## src/rtl/waveform_analyzer_pkg.sv

```systemverilog
// waveform_analyzer_pkg
//   Shared definitions for the waveform analyzer slice: the request FSM
//   state encoding and the response watchdog length.
package waveform_analyzer_pkg;

    typedef enum logic [1:0] {
        ST_IDLE          = 2'd0,
        ST_WAIT_INTERVAL = 2'd1,
        ST_WAIT_RESP     = 2'd2
    } req_state_e;

    // Cycles after the request cycle in which a response is still accepted.
    localparam int unsigned TIMEOUT_CYCLES = 16;
    // Watchdog counter width; must hold TIMEOUT_CYCLES.
    localparam int unsigned WDOG_W = 5;

endpackage

```

## src/rtl/waveform_analyzer_if.sv

```systemverilog
// waveform_analyzer_if
//   Strobe protocol between the waveform generator and the analyzer.
//   next_data_strobe_o  : one-cycle request, driven by the analyzer
//   data_i              : signed sample (N_FRAC+1 bits), driven by the generator
//   data_valid_strobe_i : one-cycle sample valid, driven by the generator
//   Modports: master = analyzer (requester), slave = generator (responder).
interface waveform_analyzer_if #(
    parameter int N_FRAC = 7
);
    logic                     next_data_strobe_o;
    logic signed [N_FRAC:0]   data_i;
    logic                     data_valid_strobe_i;

    modport master (
        output next_data_strobe_o,
        input  data_i,
        input  data_valid_strobe_i
    );

    modport slave (
        input  next_data_strobe_o,
        output data_i,
        output data_valid_strobe_i
    );
endinterface

```

## src/rtl/waveform_analyzer_sample_requester.sv

```systemverilog
// sample_requester
//   Request engine: waits interval_i idle cycles, issues a one-cycle request
//   strobe, then waits for the response and flags its acceptance.
//   Ports:
//     clk_i, rst_i (async, active-low)
//     enable_i    : run the request engine
//     interval_i  : idle cycles between a response and the next request
//     valid_i     : response valid strobe from the generator
//     strobe_o    : registered one-cycle request strobe
//     accept_o    : combinational, high in the cycle a response is accepted
//     timeout_o   : sticky missing-response flag
//   Optional: WAVEFORM_ANALYZER_TIMEOUT_EN adds a response watchdog;
//   without it the engine waits for a response indefinitely.
module sample_requester
    import waveform_analyzer_pkg::*;
#(
    parameter int DIV_W = 8
) (
    input  logic             clk_i,
    input  logic             rst_i,
    input  logic             enable_i,
    input  logic [DIV_W-1:0] interval_i,
    input  logic             valid_i,
    output logic             strobe_o,
    output logic             accept_o,
    output logic             timeout_o
);

    req_state_e       state_q, state_d;
    logic [DIV_W-1:0] cnt_q, cnt_d;
    logic             strobe_q, strobe_d;
    logic             done;

`ifdef WAVEFORM_ANALYZER_TIMEOUT_EN
    logic [WDOG_W-1:0] wd_q, wd_d;
    logic              timeout_q;
    logic              expire;
`endif

    always_comb begin
        state_d  = state_q;
        cnt_d    = cnt_q;
        strobe_d = 1'b0;
        accept_o = 1'b0;
        done     = 1'b0;
`ifdef WAVEFORM_ANALYZER_TIMEOUT_EN
        wd_d     = wd_q;
        expire   = 1'b0;
`endif
        case (state_q)
            ST_IDLE: begin
                if (enable_i) begin
                    state_d = ST_WAIT_INTERVAL;
                    cnt_d   = interval_i;
                end
            end
            ST_WAIT_INTERVAL: begin
                if (!enable_i) begin
                    state_d = ST_IDLE;
                end else if (cnt_q == '0) begin
                    state_d  = ST_WAIT_RESP;
                    strobe_d = 1'b1;
`ifdef WAVEFORM_ANALYZER_TIMEOUT_EN
                    wd_d     = '0;
`endif
                end else begin
                    cnt_d = cnt_q - DIV_W'(1);
                end
            end
            ST_WAIT_RESP: begin
                // strobe_q marks the request cycle, where a valid is ignored
                accept_o = valid_i && !strobe_q;
`ifdef WAVEFORM_ANALYZER_TIMEOUT_EN
                // wd_q equals the number of cycles since the request cycle
                wd_d   = wd_q + WDOG_W'(1);
                expire = !accept_o && (wd_q == WDOG_W'(TIMEOUT_CYCLES));
                done   = accept_o || expire;
`else
                done   = accept_o;
`endif
                // disabling never aborts a request; it only takes effect here
                if (done) begin
                    if (enable_i) begin
                        state_d = ST_WAIT_INTERVAL;
                        cnt_d   = interval_i;
                    end else begin
                        state_d = ST_IDLE;
                    end
                end
            end
            default: state_d = ST_IDLE;
        endcase
    end

    always_ff @(posedge clk_i or negedge rst_i) begin
        if (!rst_i) begin
            state_q  <= ST_IDLE;
            cnt_q    <= '0;
            strobe_q <= 1'b0;
`ifdef WAVEFORM_ANALYZER_TIMEOUT_EN
            wd_q      <= '0;
            timeout_q <= 1'b0;
`endif
        end else begin
            state_q  <= state_d;
            cnt_q    <= cnt_d;
            strobe_q <= strobe_d;
`ifdef WAVEFORM_ANALYZER_TIMEOUT_EN
            wd_q      <= wd_d;
            timeout_q <= timeout_q | expire;
`endif
        end
    end

    assign strobe_o = strobe_q;

`ifdef WAVEFORM_ANALYZER_TIMEOUT_EN
    assign timeout_o = timeout_q;
`else
    assign timeout_o = 1'b0;
`endif

endmodule

```

## src/rtl/waveform_analyzer.sv

```systemverilog
// waveform_analyzer
//   Requests samples from the waveform generator at a programmable spacing
//   and measures the signal period (samples between rising zero crossings)
//   plus the peak max/min over each period.
//   Ports:
//     clk_i, rst_i (async, active-low)
//     enable_i              : run the request engine
//     interval_i            : idle cycles between a response and next request
//     gen (master modport)  : next_data_strobe_o / data_i / data_valid_strobe_i
//     period_o              : samples in the last completed period (saturating)
//     peak_max_o/peak_min_o : signed extremes over the last completed period
//     result_valid_strobe_o : one-cycle pulse when the results update
//     timeout_o             : sticky missing-response flag
//   Optional: WAVEFORM_ANALYZER_TIMEOUT_EN enables the response watchdog.
module waveform_analyzer
    import waveform_analyzer_pkg::*;
#(
    parameter int N_FRAC   = 7,
    parameter int DIV_W    = 8,
    parameter int PERIOD_W = 16
) (
    input  logic                   clk_i,
    input  logic                   rst_i,
    input  logic                   enable_i,
    input  logic [DIV_W-1:0]       interval_i,
    waveform_analyzer_if.master    gen,
    output logic [PERIOD_W-1:0]    period_o,
    output logic signed [N_FRAC:0] peak_max_o,
    output logic signed [N_FRAC:0] peak_min_o,
    output logic                   result_valid_strobe_o,
    output logic                   timeout_o
);

    logic                   accept;
    logic signed [N_FRAC:0] cur;
    logic signed [N_FRAC:0] prev_q;
    logic                   have_prev_q;
    logic                   armed_q;
    logic [PERIOD_W-1:0]    win_cnt_q;
    logic signed [N_FRAC:0] win_max_q;
    logic signed [N_FRAC:0] win_min_q;
    logic                   crossing;

    sample_requester #(
        .DIV_W (DIV_W)
    ) u_requester (
        .clk_i      (clk_i),
        .rst_i      (rst_i),
        .enable_i   (enable_i),
        .interval_i (interval_i),
        .valid_i    (gen.data_valid_strobe_i),
        .strobe_o   (gen.next_data_strobe_o),
        .accept_o   (accept),
        .timeout_o  (timeout_o)
    );

    assign cur = gen.data_i;

    // Rising crossing: prev < 0 and cur >= 0, read straight from the sign bits.
    assign crossing = have_prev_q && prev_q[N_FRAC] && !cur[N_FRAC];

    always_ff @(posedge clk_i or negedge rst_i) begin
        if (!rst_i) begin
            prev_q                <= '0;
            have_prev_q           <= 1'b0;
            armed_q               <= 1'b0;
            win_cnt_q             <= '0;
            win_max_q             <= '0;
            win_min_q             <= '0;
            period_o              <= '0;
            peak_max_o            <= '0;
            peak_min_o            <= '0;
            result_valid_strobe_o <= 1'b0;
        end else begin
            result_valid_strobe_o <= 1'b0;
            if (accept) begin
                have_prev_q <= 1'b1;
                prev_q      <= cur;
                if (crossing) begin
                    // Publish the window that ended on the previous sample,
                    // then open a new one that includes the crossing sample.
                    if (armed_q) begin
                        period_o              <= win_cnt_q;
                        peak_max_o            <= win_max_q;
                        peak_min_o            <= win_min_q;
                        result_valid_strobe_o <= 1'b1;
                    end
                    armed_q   <= 1'b1;
                    win_cnt_q <= PERIOD_W'(1);
                    win_max_q <= cur;
                    win_min_q <= cur;
                end else if (armed_q) begin
                    if (win_cnt_q != '1) begin
                        win_cnt_q <= win_cnt_q + PERIOD_W'(1);
                    end
                    if (cur > win_max_q) begin
                        win_max_q <= cur;
                    end
                    if (cur < win_min_q) begin
                        win_min_q <= cur;
                    end
                end
            end
        end
    end

endmodule

```

## src/flat_wrapper.sv

```systemverilog
// flat-port wrapper written by rule: the top's interface ports become plain ports
module waveform_analyzer_flat import waveform_analyzer_pkg::*;
#(
    parameter int N_FRAC   = 7,
    parameter int DIV_W    = 8,
    parameter int PERIOD_W = 16
)
  (clk_i, rst_i, enable_i, interval_i, period_o, peak_max_o, peak_min_o, result_valid_strobe_o, timeout_o, gen_next_data_strobe_o, gen_data_i, gen_data_valid_strobe_i);
  waveform_analyzer_if #(.N_FRAC(N_FRAC)) gen_i ();
  input  logic clk_i;
  input  logic rst_i;
  input  logic enable_i;
  input  logic [DIV_W-1:0] interval_i;
  output logic [PERIOD_W-1:0] period_o;
  output logic signed [N_FRAC:0] peak_max_o;
  output logic signed [N_FRAC:0] peak_min_o;
  output logic result_valid_strobe_o;
  output logic timeout_o;
  output wire logic [$bits(gen_i.next_data_strobe_o)-1:0] gen_next_data_strobe_o;
  input wire logic [$bits(gen_i.data_i)-1:0] gen_data_i;
  input wire logic [$bits(gen_i.data_valid_strobe_i)-1:0] gen_data_valid_strobe_i;
  assign gen_next_data_strobe_o = gen_i.next_data_strobe_o;
  assign gen_i.data_i = gen_data_i;
  assign gen_i.data_valid_strobe_i = gen_data_valid_strobe_i;
  waveform_analyzer #(.N_FRAC(N_FRAC), .DIV_W(DIV_W), .PERIOD_W(PERIOD_W)) u_core (.clk_i(clk_i), .rst_i(rst_i), .enable_i(enable_i), .interval_i(interval_i), .gen(gen_i), .period_o(period_o), .peak_max_o(peak_max_o), .peak_min_o(peak_min_o), .result_valid_strobe_o(result_valid_strobe_o), .timeout_o(timeout_o));
endmodule
```

## config.mk

```make
export PLATFORM = sky130hd
export DESIGN_NAME = waveform_analyzer_flat
export DESIGN_NICKNAME = d
export VERILOG_FILES = /design/src/rtl/waveform_analyzer_pkg.sv /design/src/rtl/waveform_analyzer_if.sv /design/src/rtl/waveform_analyzer_sample_requester.sv /design/src/rtl/waveform_analyzer.sv /design/src/flat_wrapper.sv
export SDC_FILE = /design/constraint.sdc
export NUM_CORES = 1
export LEC_CHECK = 0
export CORE_MARGIN = 3
export CORE_UTILIZATION = 35
export CTS_CLUSTER_SIZE = 14
export DETAILED_ROUTE_END_ITERATION = 10
export PLACE_DENSITY_LB_ADDON = 0.2
export SYNTH_ARGS = -nofsm -noshare
export SYNTH_HDL_FRONTEND = slang
export SYNTH_SLANG_ARGS = --single-unit
```

## constraint.sdc

```tcl
create_clock -name clk_i -period 3.6 [get_ports clk_i]
set_input_delay 0.72 -clock clk_i [delete_from_list [all_inputs] [get_ports clk_i]]
set_output_delay 0.72 -clock clk_i [all_outputs]
set_load 0.1 [all_outputs]
```

# --- After elaboration in Yosys (flattened, before gate mapping) ---
# Index checks and enable logic that the tools add are counted.
word_totals:
  ff_bits: 86
  word_cells: 71
classes:
  add_sub_neg: 2
  order_cmp: 2
  n_eq_ne: 8
  mux: 27
  n_reduce_logical: 19
ops:
  columns: ["operator", "n"]
  rows:
  - ["8-bit 2-to-1 mux", 10]
  - ["16-bit 2-to-1 mux", 3]
  - ["8-bit case mux with 3 select lines", 1]
  - ["16-bit by 1-bit adder with 16-bit output (second input constant)", 1]
  - ["16-bit != test (second input constant)", 1]
  - ["3-bit AND reduction", 5]
  - ["8-bit > comparator", 1]
  - ["8-bit logical NOT", 1]
  - ["8-bit less-than comparator", 1]
  - ["1-bit 2-to-1 mux", 8]
  - ["2-bit 2-to-1 mux", 4]
  - ["2-bit != test (second input constant)", 4]
  - ["2-bit nonzero test", 4]
  - ["8-bit by 1-bit subtractor with 8-bit output (second input constant)", 1]
  - ["2-bit case mux with 3 select lines", 1]
  - ["4-bit AND reduction", 1]
  - ["1-bit logical AND", 3]
  - ["3-bit != test (second input constant)", 1]
  - ["3-bit nonzero test", 1]
  - ["2-bit by 1-bit equality test with 1-bit output (second input constant)", 1]
  - ["2-bit equality test (second input constant)", 1]
  - ["1-bit logical NOT", 2]
  - ["2-bit logical NOT", 1]
  - ["2-bit AND reduction", 1]

# --- Depth between registers and ports, before layout ---
# Gate-level depths: netlist of the first run.
logic_depth:
  word_depth: 4
  mapped_depth: 8
  ltp_nobuf: 7

# --- By module ---
# From an unflattened synthesis of the first run, not the netlist that was laid out.
unflattened:
  cells_unflattened: 376
  hier_area_um2: 3988.8
by_module_without_submodules:
  columns: ["mod", "instances", "cells_per_inst", "area_each_um2", "seq_area_each_um2"]
  rows:
  - ["waveform_analyzer", 1, 300, 3281.9, 1701.6]
  - ["sample_requester", 1, 76, 706.9, 275.3]

# --- Least setup slack after synthesis of the first run ---
# No wires, ideal clock.
synth_path:
  path_kind: "input port to flip-flop"
  from: "input port gen_data_i[5]"
  to: "register u_core.win_max_q[0]"
  setup_ns: 0.125
  t_arrival_ns: 2.356
  required_time_ns: 3.475
  path_slack_ns: 1.119
  path_stages: 6
  path_cell_list: "ha_1 > a21o_1 > a2111oi_0 > nand2_1 > o22ai_4 > mux2_4"
synth_via:
  elab_chain_cells: 3
synth_lines:
  columns: ["element", "line_no", "rtl"]
  rows:
  - ["from (decl)", "flat_wrapper.sv:20", "input wire logic [$bits(gen_i.data_i)-1:0] gen_data_i;"]
  - ["8-bit > comparator", "waveform_analyzer.sv:96", "if (cur > win_max_q) begin"]
  - ["2-bit nonzero test (no line)", null, null]
  - ["3-bit AND reduction (no line)", null, null]
  - ["to (signal assigned)", "waveform_analyzer.sv:90", "win_max_q <= cur;"]
  - ["to (signal assigned)", "waveform_analyzer.sv:97", "win_max_q <= cur;"]
  - ["to (decl)", "waveform_analyzer.sv:40", "logic signed [N_FRAC:0] win_max_q;"]
# Every way passes these cells.
# A chain may end at the register's enable or synchronous reset.

# --- Worst setup path after layout of the first run ---
layout_path:
  from: "input port gen_data_i[5]"
  to: "register u_core.win_max_q[2]"
# The elaborated chain is that of the path after synthesis.

==> impl_results.md, run 1 <==
* Synth Cell Area at 4120 µm²
* CP top delay family: compound AO/OA/AOI/OAI gates
* Critical Path Source Type: input pin
* Initial Utilization at 0.368
* Max VDD drop at 0.283 mV
* Initial antenna violation count at 0
* Fin crit period at 2.88 ns
* Period utilization at 0.800
* Min-delay worst type: flip-flop to flip-flop
* Bufs and invs on worst path at 1
* Critical-path cell list: clkdlybuf4s50_1 > ha_1 > a21o_1 > a2111oi_0 > nand2_1 > o22ai_4 > mux2_4
* Core area at 11200 µm²
* Final setup fails at 0
* Die Y at 114 µm
* Wire per inst at 14.8 µm
* Layout cells sized above 1 at 0.213
* Slew @ Worst Pin at 1.01 ns
* Asr flop ratio synth at 1.00
* Yosys warns at 0
* CTS Hold Buffers Added at 0
* RSZ-0062 raised after global routing: no
* Crit Path Category: input pin to flip-flop
* CTS sink cnt at 79
* Syn Nets at 379
* DR vias/cell at 4.99
* Post-DP HPWL at 5490 µm
* Post-route antenna net violation count at 0
* Commonest register cell after synthesis: dfrtp_1
* Worst Clk Skew at 0.00754 ns
* Cell variety after synth at 62
* Fin area at 5080 µm²
* DRC at 0
* Fin Hold WS at 0.501 ns
* Worst slew margin at 0.324
* Required time worst endpoint at 3.82 ns
* DRT Wirelength at 8020 µm
* Worst-Skew Late Latency at 0.34 ns
* Critical-path top delay cell: a2111oi_0
* Htree depth at 3
* IO Count at 55
* Post-CTS Resized at 0
* Final count of hold timing violations at 0
* GPL Wtd Cong at 0.801
* Most frequent cells in the layout: dfrtp_1 (79), clkdlybuf4s50_1 (52), mux2_4 (36), inv_1 (26), nor2_1 (24)
* CP Capture Type: flip-flop
* Lkg Pwr at 2.42 nW
* Worst path arrival time at 3.10 ns
* Post-layout util at 0.455
* Port Buffer Count at 53
* Post-synthesis sequential area ratio at 0.480
* Worst reg2reg setup slack at 1.21 ns
* First-pass GRT wire length at 13800 µm
* Die width at 114 µm
* Peak per-stage delay on the critical path at 0.51 ns
* Commonest non-fill, non-tap cell in the layout: dfrtp_1
* DRT Pass-1 Iters at 4
* CTS Buf Count at 9
* Clock transition at the registers of the reported paths at 0.06 ns
* Max clock buf depth at 2
* Final Max Tran Viols at 0
* Outcome: completed
* Mapped Cells at 342
* Area Growth Syn to Fin at 23.5%
* Syn Area/Cell at 12.0 µm²
* Vias in the first global route at 2806
* CTS tree: done
* Flops & latches, synth at 79
* F_max at 347 MHz
* # rows at 38
* Diode count at 0
* NumNets Final at 435
* Die footprint at 13100 µm²
* Post-synth EDFFs at 0
* Setup Buffers After CTS at 0
* Global route overflow at 0
* Placed cell area at 4770 µm²
* Largest net degree at the start of global routing at 80
* Crit-path max FO at 8
* Total power at 2.02 mW
* Pwr Density at 397 nW/µm²
* CTS root buf: clkbuf_16
* Max-cap viol count at 0
* Setup_tns at 0 ns
* Gr usage total at 0.133
* Starting DRT DRC Count at 108
* Total number of vias at 2707
-- power breakdown --
| group | internal, mW | switching (mW) | total, mW | leakage [nW] |
|---|---|---|---|---|
| Clock | 0.605 | 0.358 | 0.962 | 0.148 |
| Sequential | 0.907 | 0.0183 | 0.926 | 1.06 |
| Combinational | 0.0547 | 0.0752 | 0.130 | 1.21 |
| Total | 1.57 | 0.451 | 2.02 | 2.42 |
-- cells in the mapped netlist, types with 3 or more instances --
cell	instances	area share
a211oi_1	6	0.011
a21oi_1	17	0.021
a31o_2	3	0.0064
and3_1	7	0.011
buf_4	3	0.0055
buf_6	3	0.0082
dfrtp_1	79	0.48
ha_1	17	0.052
inv_1	26	0.024
mux2_2	12	0.033
mux2_4	36	0.13
nand2_1	10	0.0091
nand2b_1	3	0.0046
nand3_1	5	0.0061
nand4_1	4	0.0061
nor2_1	24	0.022
nor3_1	9	0.011
o21a_1	3	0.0055
o21ai_0	16	0.019
xnor2_1	7	0.015
-- layout make-up --
type                            count  area, µm²
Clock buffer                       10        229
Clock inverter                      6       85.1
Fill cell                        1003       6090
Inverter                           27        101
Multi-Input combinational cell    226       1970
Sequential cell                    79       1980
Tap cell                          140        175
Timing Repair Buffer               55        543
-- state kept, by name (all words and copies together), names as in the netlist --
signal and flops:
u_core.win_cnt_q 16, u_core.peak_max_o 8, u_core.armed_q 1, u_core.have_prev_q 1, u_core.win_max_q 8, u_core.u_requester.state_q 2
u_core.u_requester.cnt_q 8, u_core.win_min_q 8, u_core.peak_min_o 8, u_core.u_requester.strobe_o 1, u_core.result_valid_strobe_o 1, u_core.period_o 16
u_core.prev_q 1
-- worst paths after layout --
| kind | from | endpoint | cells after the start |
|---|---|---|---|
| max | gen_data_i[5] | u_core.win_max_q[2] | 7 |
| min | u_core.have_prev_q | u_core.have_prev_q | 1 |
| max reg2reg | u_core.win_max_q[5] | u_core.win_max_q[2] | 7 |
| min reg2reg | u_core.have_prev_q | u_core.have_prev_q | 1 |
| max in group asynchronous | rst_i | u_core.period_o[7] | 1 |
| min in group asynchronous | rst_i | u_core.result_valid_strobe_o | 1 |
-- stage by stage --
stage / worst slack [ns] / cells
after floorplan: 1.12 / 342
after global placement: 0.459 / 527
after detailed placement: 0.343 / 527
after CTS: 0.724 / 543
after global routing: 0.446 / 543
final: 0.721 / 543
-- cells by family after synthesis --
family	after synthesis	synth area share
xor gates and xnor gates	7	0.0149
AOI/OAI and AO/OA	67	0.119
muxes	48	0.164
DFF	79	0.480
adders and majority gates	17	0.0517
other	1	0.000911
and+or+nand+nor	86	0.126
buffers and inverters	37	0.0422
-- layer usage --
layer | wire length (µm) | vias to the layer above | GRT usage | share of wire
met3 | 392 | 5 | 0.0428 | 0.049
met5 | 0 | - | 0 | 0
li1 | - | 1336 | - | -
met1 | 3950 | 1317 | 0.187 | 0.49
met4 | 93 | 0 | 0.0372 | 0.012
met2 | 3590 | 49 | 0.199 | 0.45
-- worst register-to-register path, delay by kind of cell (launching register included) --
family	cells	cell delay (ns)
compound gates	3	1.02
fa+ha+maj	1	0.28
simple gates	1	0.17
mux	1	0.34
buf+inv	1	0.06
flops	1	0.39
No activity file was read; power rests on OpenSTA's default activity.
==> run 2, diff against run 1 <==
- clock period: 3.6 -> 2.7 ns (I/O delays scaled with it)
==> run 2 against run 1 <==
Flip-flop and latch count unchanged. First-iteration DRC count fell by 20%. Wire length increased by 4.8%. Worst setup slack got worse by 0.56 ns. Register-to-register slack worse by 0.83 ns. Cell area grew 1.2%. Final cell count grew 2.9%. Sequential share of layout area decreased by 0.45 points. Combinational power is 45% higher. Highest routed layer unchanged. Count of clock-buffer cells in the layout increased by 1.
==> impl_results.md, run 2 (same netlist as run 1, synthesis figures left out) <==
* Clock transition at the registers of the reported paths at 0.06 ns (about the same)
* Worst-Skew Late Latency at 0.33 ns (was 0.34 ns)
* CTS Buf Count at 9 (unchanged)
* Filler cells at 1041 (was 1003)
* Peak per-stage delay on the critical path at 0.48 ns (was 0.51 ns)
* RSZ-0062 raised after global routing: no (unchanged)
* Most frequent cells in the layout: dfrtp_1 (79), buf_4 (50), mux2_4 (36), inv_1 (26), nor2_1 (24) (was dfrtp_1 (79), clkdlybuf4s50_1 (52), mux2_4 (36), inv_1 (26), nor2_1 (24))
* Port Buffer Count at 53 (unchanged)
* Worst path arrival time at 2.75 ns (was 3.10 ns)
* Core area at 11200 µm² (unchanged)
* Die footprint at 13100 µm² (unchanged)
* Largest registers: u_core.period_o x16, u_core.win_cnt_q x16 (unchanged)
* Starting DRT DRC Count at 86 (was 108)
* Reg2reg start: u_core.u_requester.cnt_q[0] (was u_core.win_max_q[5])
* Vias in the first global route at 2934 (was 2806)
* Post-route antenna net violation count at 0 (unchanged)
* Wire per inst at 15.0 µm (was 14.8 µm)
* Die Y at 114 µm (unchanged)
* Final Max Tran Viols at 0 (unchanged)
* Required time worst endpoint at 2.91 ns (was 3.82 ns)
* Global route overflow at 0 (unchanged)
* Fin Hold WS at 0.210 ns (was 0.501 ns)
* DRT Pass-1 Iters at 4 (unchanged)
* Htree depth at 3 (unchanged)
* Post-layout util at 0.460 (was 0.455)
* Final setup fails at 0 (unchanged)
* Crit path launch: gen_data_i[5] (unchanged)
* Critical-path cell list: clkdlybuf4s50_1 > ha_1 > a21o_1 > a2111oi_1 > nand2_1 > o22ai_4 > buf_12 > mux2_4 (was clkdlybuf4s50_1 > ha_1 > a21o_1 > a2111oi_0 > nand2_1 > o22ai_4 > mux2_4)
* First-pass GRT wire length at 14300 µm (was 13800 µm)
* Area Growth Syn to Fin at 24.9% (was 23.5%)
* CTS sink cnt at 79 (unchanged)
* Critical Path Source Type: input pin (unchanged)
* NumNets Final at 451 (was 435)
* Fin crit period at 2.53 ns
* Layout cells sized above 1 at 0.325 (was 0.213)
* Gr usage total at 0.136 (was 0.133)
* Final count of hold timing violations at 0 (unchanged)
* # rows at 38 (unchanged)
* Slew @ Worst Pin at 0.507 ns (was 1.01 ns)
* Max VDD drop at 0.380 mV (was 0.283 mV)
* Lkg Pwr at 2.57 nW (was 2.42 nW)
* GPL Wtd Cong at 0.790 (was 0.801)
* Max clock buf depth at 2 (unchanged)
* DRC at 0 (unchanged)
* IO Count at 55 (unchanged)
* CTS root buf: clkbuf_16 (unchanged)
* DR vias/cell at 5.03 (was 4.99)
* Outcome: completed (unchanged)
* Worst Clk Skew at 0.00804 ns (was 0.00754 ns)
* Crit-path max FO at 8 (unchanged)
* Post-DP HPWL at 5870 µm (was 5490 µm)
* Critical-path top delay cell: a2111oi_1 (was a2111oi_0)
* Max-cap viol count at 0 (unchanged)
* Period utilization at 0.939
* DRT Wirelength at 8410 µm (was 8020 µm)
* Initial antenna violation count at 0 (unchanged)
* Die width at 114 µm (unchanged)
* Pwr Density at 513 nW/µm² (was 397 nW/µm²)
* Largest net degree at the start of global routing at 80 (unchanged)
* Worst slew margin at 0.659 (was 0.324)
* Diode count at 0 (unchanged)
* CTS tree: done (unchanged)
* Setup Buffers After CTS at 0 (unchanged)
* Initial Utilization at 0.368 (unchanged)
* CP Capture Type: flip-flop (unchanged)
* Total number of vias at 2812 (was 2707)
* F_max at 395 MHz
* Crit Path Category: input pin to flip-flop (unchanged)
* Min-delay worst type: input pin to async pin (was flip-flop to flip-flop)
* Commonest non-fill, non-tap cell in the layout: dfrtp_1 (unchanged)
run 2: cell type report:
type | instances | area (µm²) | share of cell area
Tap cell | 140 | 175 | 0.0341
Clock buffer | 11 | 243 | 0.0472
Sequential cell | 79 | 1980 | 0.384
Multi-Input combinational cell | 226 | 1970 | 0.384
Clock inverter | 5 | 57.6 | 0.0112
Timing Repair Buffer | 71 | 616 | 0.120
Inverter | 27 | 101 | 0.0197
run 2: through the flow:
step	worst slack, ns	setup TNS (ns)	std cells	instance area [µm²]	power (mW)
after detailed placement	-0.251	-2.36	543	4840	1.45
final	0.165	0	559	5140	2.64
after global placement	-0.172	-1.59	543	4840	1.44
after CTS	0.0938	0	559	5140	2.68
after floorplan	0.399	0	342	4120	1.35
after global routing	0.0715	0	559	5140	2.75
run 2: routing by layer:
layer | part of all wire | GRT usage | up-vias
met2 | 0.46 | 0.218 | 60
met4 | 0.014 | 0.0467 | 0
met3 | 0.052 | 0.0407 | 11
met1 | 0.47 | 0.176 | 1374
met5 | 0 | 0 | -
li1 | - | - | 1367
run 2: what timing repair did:
action,CTS,global route
endpoints found under the setup margin,0,7
hold buffers,0,0
resized for setup,0,1
run 2: final timing paths:
kind	endpoint	slack, ns	depth (start not counted)
max	u_core.win_max_q[2]	0.17	8
min	u_core.result_valid_strobe_o	0.21	2
max reg2reg	u_core.u_requester.cnt_q[2]	0.38	8
min reg2reg	u_core.have_prev_q	0.50	1
max in group asynchronous	u_core.period_o[5]	2.13	2
min in group clk_i	u_core.have_prev_q	0.50	1
run 2: worst max-delay path: cells and delay by family:
family / cells / cell delay [ns]
AO/OA/AOI/OAI: 3 / 0.80
adder cells (fa/ha/maj): 1 / 0.33
buffers and inverters: 2 / 0.62
multiplexers: 1 / 0.30
AND/OR/NAND/NOR: 1 / 0.16
run 2: report_power, final:
| part | total, mW | switching (mW) | internal, mW |
|---|---|---|---|
| Combinational | 0.189 | 0.104 | 0.0846 |
| Clock | 1.21 | 0.474 | 0.740 |
| Sequential | 1.23 | 0.0246 | 1.21 |
==> run 3, diff against run 2 <==
- CTS_BUF_LIST: not set -> sky130_fd_sc_hd__clkbuf_4
- SKIP_LAST_GASP: not set -> 1
==> run 3 against run 2 <==
Non-clock buffer count stayed put. Register-to-register slack worse by 0.05 ns. Utilization is 1.5 points lower. Fmax is 1.0% higher. Critical path depth stayed put. Final cell count stayed put. Clock skew is 0.0082 ns higher. Count of clock-buffer cells in the layout is 1 lower. Clock power is 42% lower. Sequential power hardly changed. Largest power group unchanged.
==> impl_results.md, run 3 (same netlist as run 1, synthesis figures left out) <==
* Outcome: completed (unchanged)
* F_max at 399 MHz (was 395 MHz)
* RSZ-0062 raised after global routing: no (unchanged)
* Die footprint at 13100 µm² (unchanged)
* Fin Hold WS at 0.103 ns (was 0.210 ns)
* Largest net degree at the start of global routing at 80 (unchanged)
* Die width at 114 µm (unchanged)
* # rows at 38 (unchanged)
* DRT met1 WL at 3890 µm (was 3950 µm)
* Initial Utilization at 0.368 (unchanged)
* Crit-path max FO at 8 (unchanged)
* Vias in the first global route at 2967 (was 2934)
* Filler cells at 1067 (was 1041)
* CTS Buf Count at 9 (unchanged)
* Fin crit period at 2.51 ns (was 2.53 ns)
* Largest registers: u_core.period_o x16, u_core.win_cnt_q x16 (unchanged)
* Final count of hold timing violations at 0 (unchanged)
* Post-route antenna net violation count at 0 (unchanged)
* Clock transition at the registers of the reported paths at 0.12 ns (was 0.06 ns)
* CTS tree: done (unchanged)
* Post-CTS Resized at 0 (unchanged)
* Initial antenna violation count at 0 (unchanged)
* WL met3 at 452 µm (was 434 µm)
* Final setup fails at 0 (unchanged)
* Critical Path Source Type: input pin (unchanged)
* Global route overflow at 0 (unchanged)
* Core area at 11200 µm² (unchanged)
* Max VDD drop at 0.263 mV (was 0.380 mV)
* Worst path arrival time at 2.82 ns (was 2.75 ns)
* Peak per-stage delay on the critical path at 0.55 ns (was 0.48 ns)
* Crit Path Category: input pin to flip-flop (unchanged)
* CTS root buf: clkbuf_4 (was clkbuf_16)
* Critical-path top delay cell: a2111oi_0 (was a2111oi_1)
* CTS Hold Buffers Added at 0 (unchanged)
* DR vias/cell at 5.04 (was 5.03)
* CP Capture Type: flip-flop (unchanged)
* Min-delay worst type: input pin to async pin (unchanged)
* CTS sink cnt at 79 (unchanged)
* Slew @ Worst Pin at 0.551 ns (was 0.507 ns)
* Met2 Routed Length at 3890 µm (was 3900 µm)
* DRC at 0 (unchanged)
* Htree depth at 3 (unchanged)
* NumNets Final at 451 (unchanged)
* Worst-Skew Late Latency at 0.43 ns (was 0.33 ns)
* Port Buffer Count at 53 (unchanged)
* Diode count at 0 (unchanged)
* Setup Buffers After CTS at 0 (unchanged)
* Area Growth Syn to Fin at 20.9% (was 24.9%)
* GPL Wtd Cong at 0.790 (unchanged)
* Required time worst endpoint at 3.01 ns (was 2.91 ns)
* Worst Clk Skew at 0.0162 ns (was 0.00804 ns)
* Final Max Tran Viols at 0 (unchanged)
* Gr usage total at 0.137 (was 0.136)
* Period utilization at 0.929 (was 0.939)
* Layout cells sized above 1 at 0.325 (unchanged)
* Multi-input gate area at 1970 µm² (about the same)
* DR top layer: met4 (unchanged)
* IO Count at 55 (unchanged)
* Wire per inst at 15.0 µm (about the same)
* Starting DRT DRC Count at 95 (was 86)
* Bufs and invs on worst path at 2 (unchanged)
* Post-DP HPWL at 5870 µm (unchanged)
* Die Y at 114 µm (unchanged)
* Commonest non-fill, non-tap cell in the layout: dfrtp_1 (unchanged)
* Register area at 1980 µm² (unchanged)
* Max-cap viol count at 0 (unchanged)
* Worst slew margin at 0.623 (was 0.659)
* Critical-path cell list: clkdlybuf4s50_1 > ha_1 > a21o_1 > a2111oi_0 > nand2_1 > o22ai_4 > buf_12 > mux2_4 (was clkdlybuf4s50_1 > ha_1 > a21o_1 > a2111oi_1 > nand2_1 > o22ai_4 > buf_12 > mux2_4)
* Max clock buf depth at 2 (unchanged)
* Lkg Pwr at 2.50 nW (was 2.57 nW)
* CP top delay family: compound AO/OA/AOI/OAI gates (unchanged)
* DRT Pass-1 Iters at 4 (unchanged)
* Total power at 2.12 mW (was 2.64 mW)
* Most frequent cells in the layout: dfrtp_1 (79), buf_4 (50), mux2_4 (36), inv_1 (26), nor2_1 (24) (unchanged)
* DRT Wirelength at 8360 µm (was 8410 µm)
* Total number of vias at 2819 (was 2812)
* First-pass GRT wire length at 14300 µm (about the same)
* Pwr Density at 426 nW/µm² (was 513 nW/µm²)
-- run 3: final timing paths --
| kind | from | end | slack, ns | cells after the start |
|---|---|---|---|---|
| min in group clk_i | u_core.have_prev_q | u_core.have_prev_q | 0.51 | 1 |
| worst min-delay path | rst_i | u_core.result_valid_strobe_o | 0.10 | 2 |
| max in group asynchronous | rst_i | u_core.period_o[5] | 2.24 | 2 |
| worst min register to register | u_core.have_prev_q | u_core.have_prev_q | 0.51 | 1 |
| worst max register to register | u_core.win_max_q[5] | u_core.win_max_q[2] | 0.33 | 8 |
| worst max-delay path | gen_data_i[5] | u_core.win_max_q[2] | 0.19 | 8 |
-- run 3: worst register-to-register path: stages (launching register included) --
cell and delay (ns):
dfrtp_1 0.42, inv_1 0.06, ha_1 0.28, a21o_1 0.18
a2111oi_0 0.55, nand2_1 0.17, o22ai_4 0.15, buf_12 0.16
mux2_4 0.30
-- run 3: area by class of cell --
| class | count | share of cell area |
|---|---|---|
| clock inverters | 6 | 0.0123 |
| repair buffers | 71 | 0.124 |
| inverters | 27 | 0.0204 |
| flip-flops and latches | 79 | 0.397 |
| multi-input cells | 226 | 0.396 |
| clock buffers | 10 | 0.0151 |
| well taps | 140 | 0.0352 |
-- run 3: where the power goes --
group / switching (mW) / internal (mW)
logic: 0.104 / 0.0843
clock network: 0.411 / 0.288
registers: 0.0246 / 1.21
total: 0.540 / 1.58
-- run 3: stage by stage --
step	setup TNS, ns	cell area, µm²	cells	worst slack (ns)	util
after CTS	0	4980	559	0.224	0.445
after global routing	0	4980	559	0.0992	0.445
final	0	4980	559	0.191	0.445
after floorplan	0	4120	342	0.399	-
after detailed placement	-2.36	4840	543	-0.251	0.433
after global placement	-1.59	4840	543	-0.172	0.433
-- run 3: metal layers --
layer / vias up / track usage
met5: - / 0
met1: 1374 / 0.174
li1: 1373 / -
met2: 62 / 0.222
met3: 10 / 0.0402
met4: 0 / 0.0451
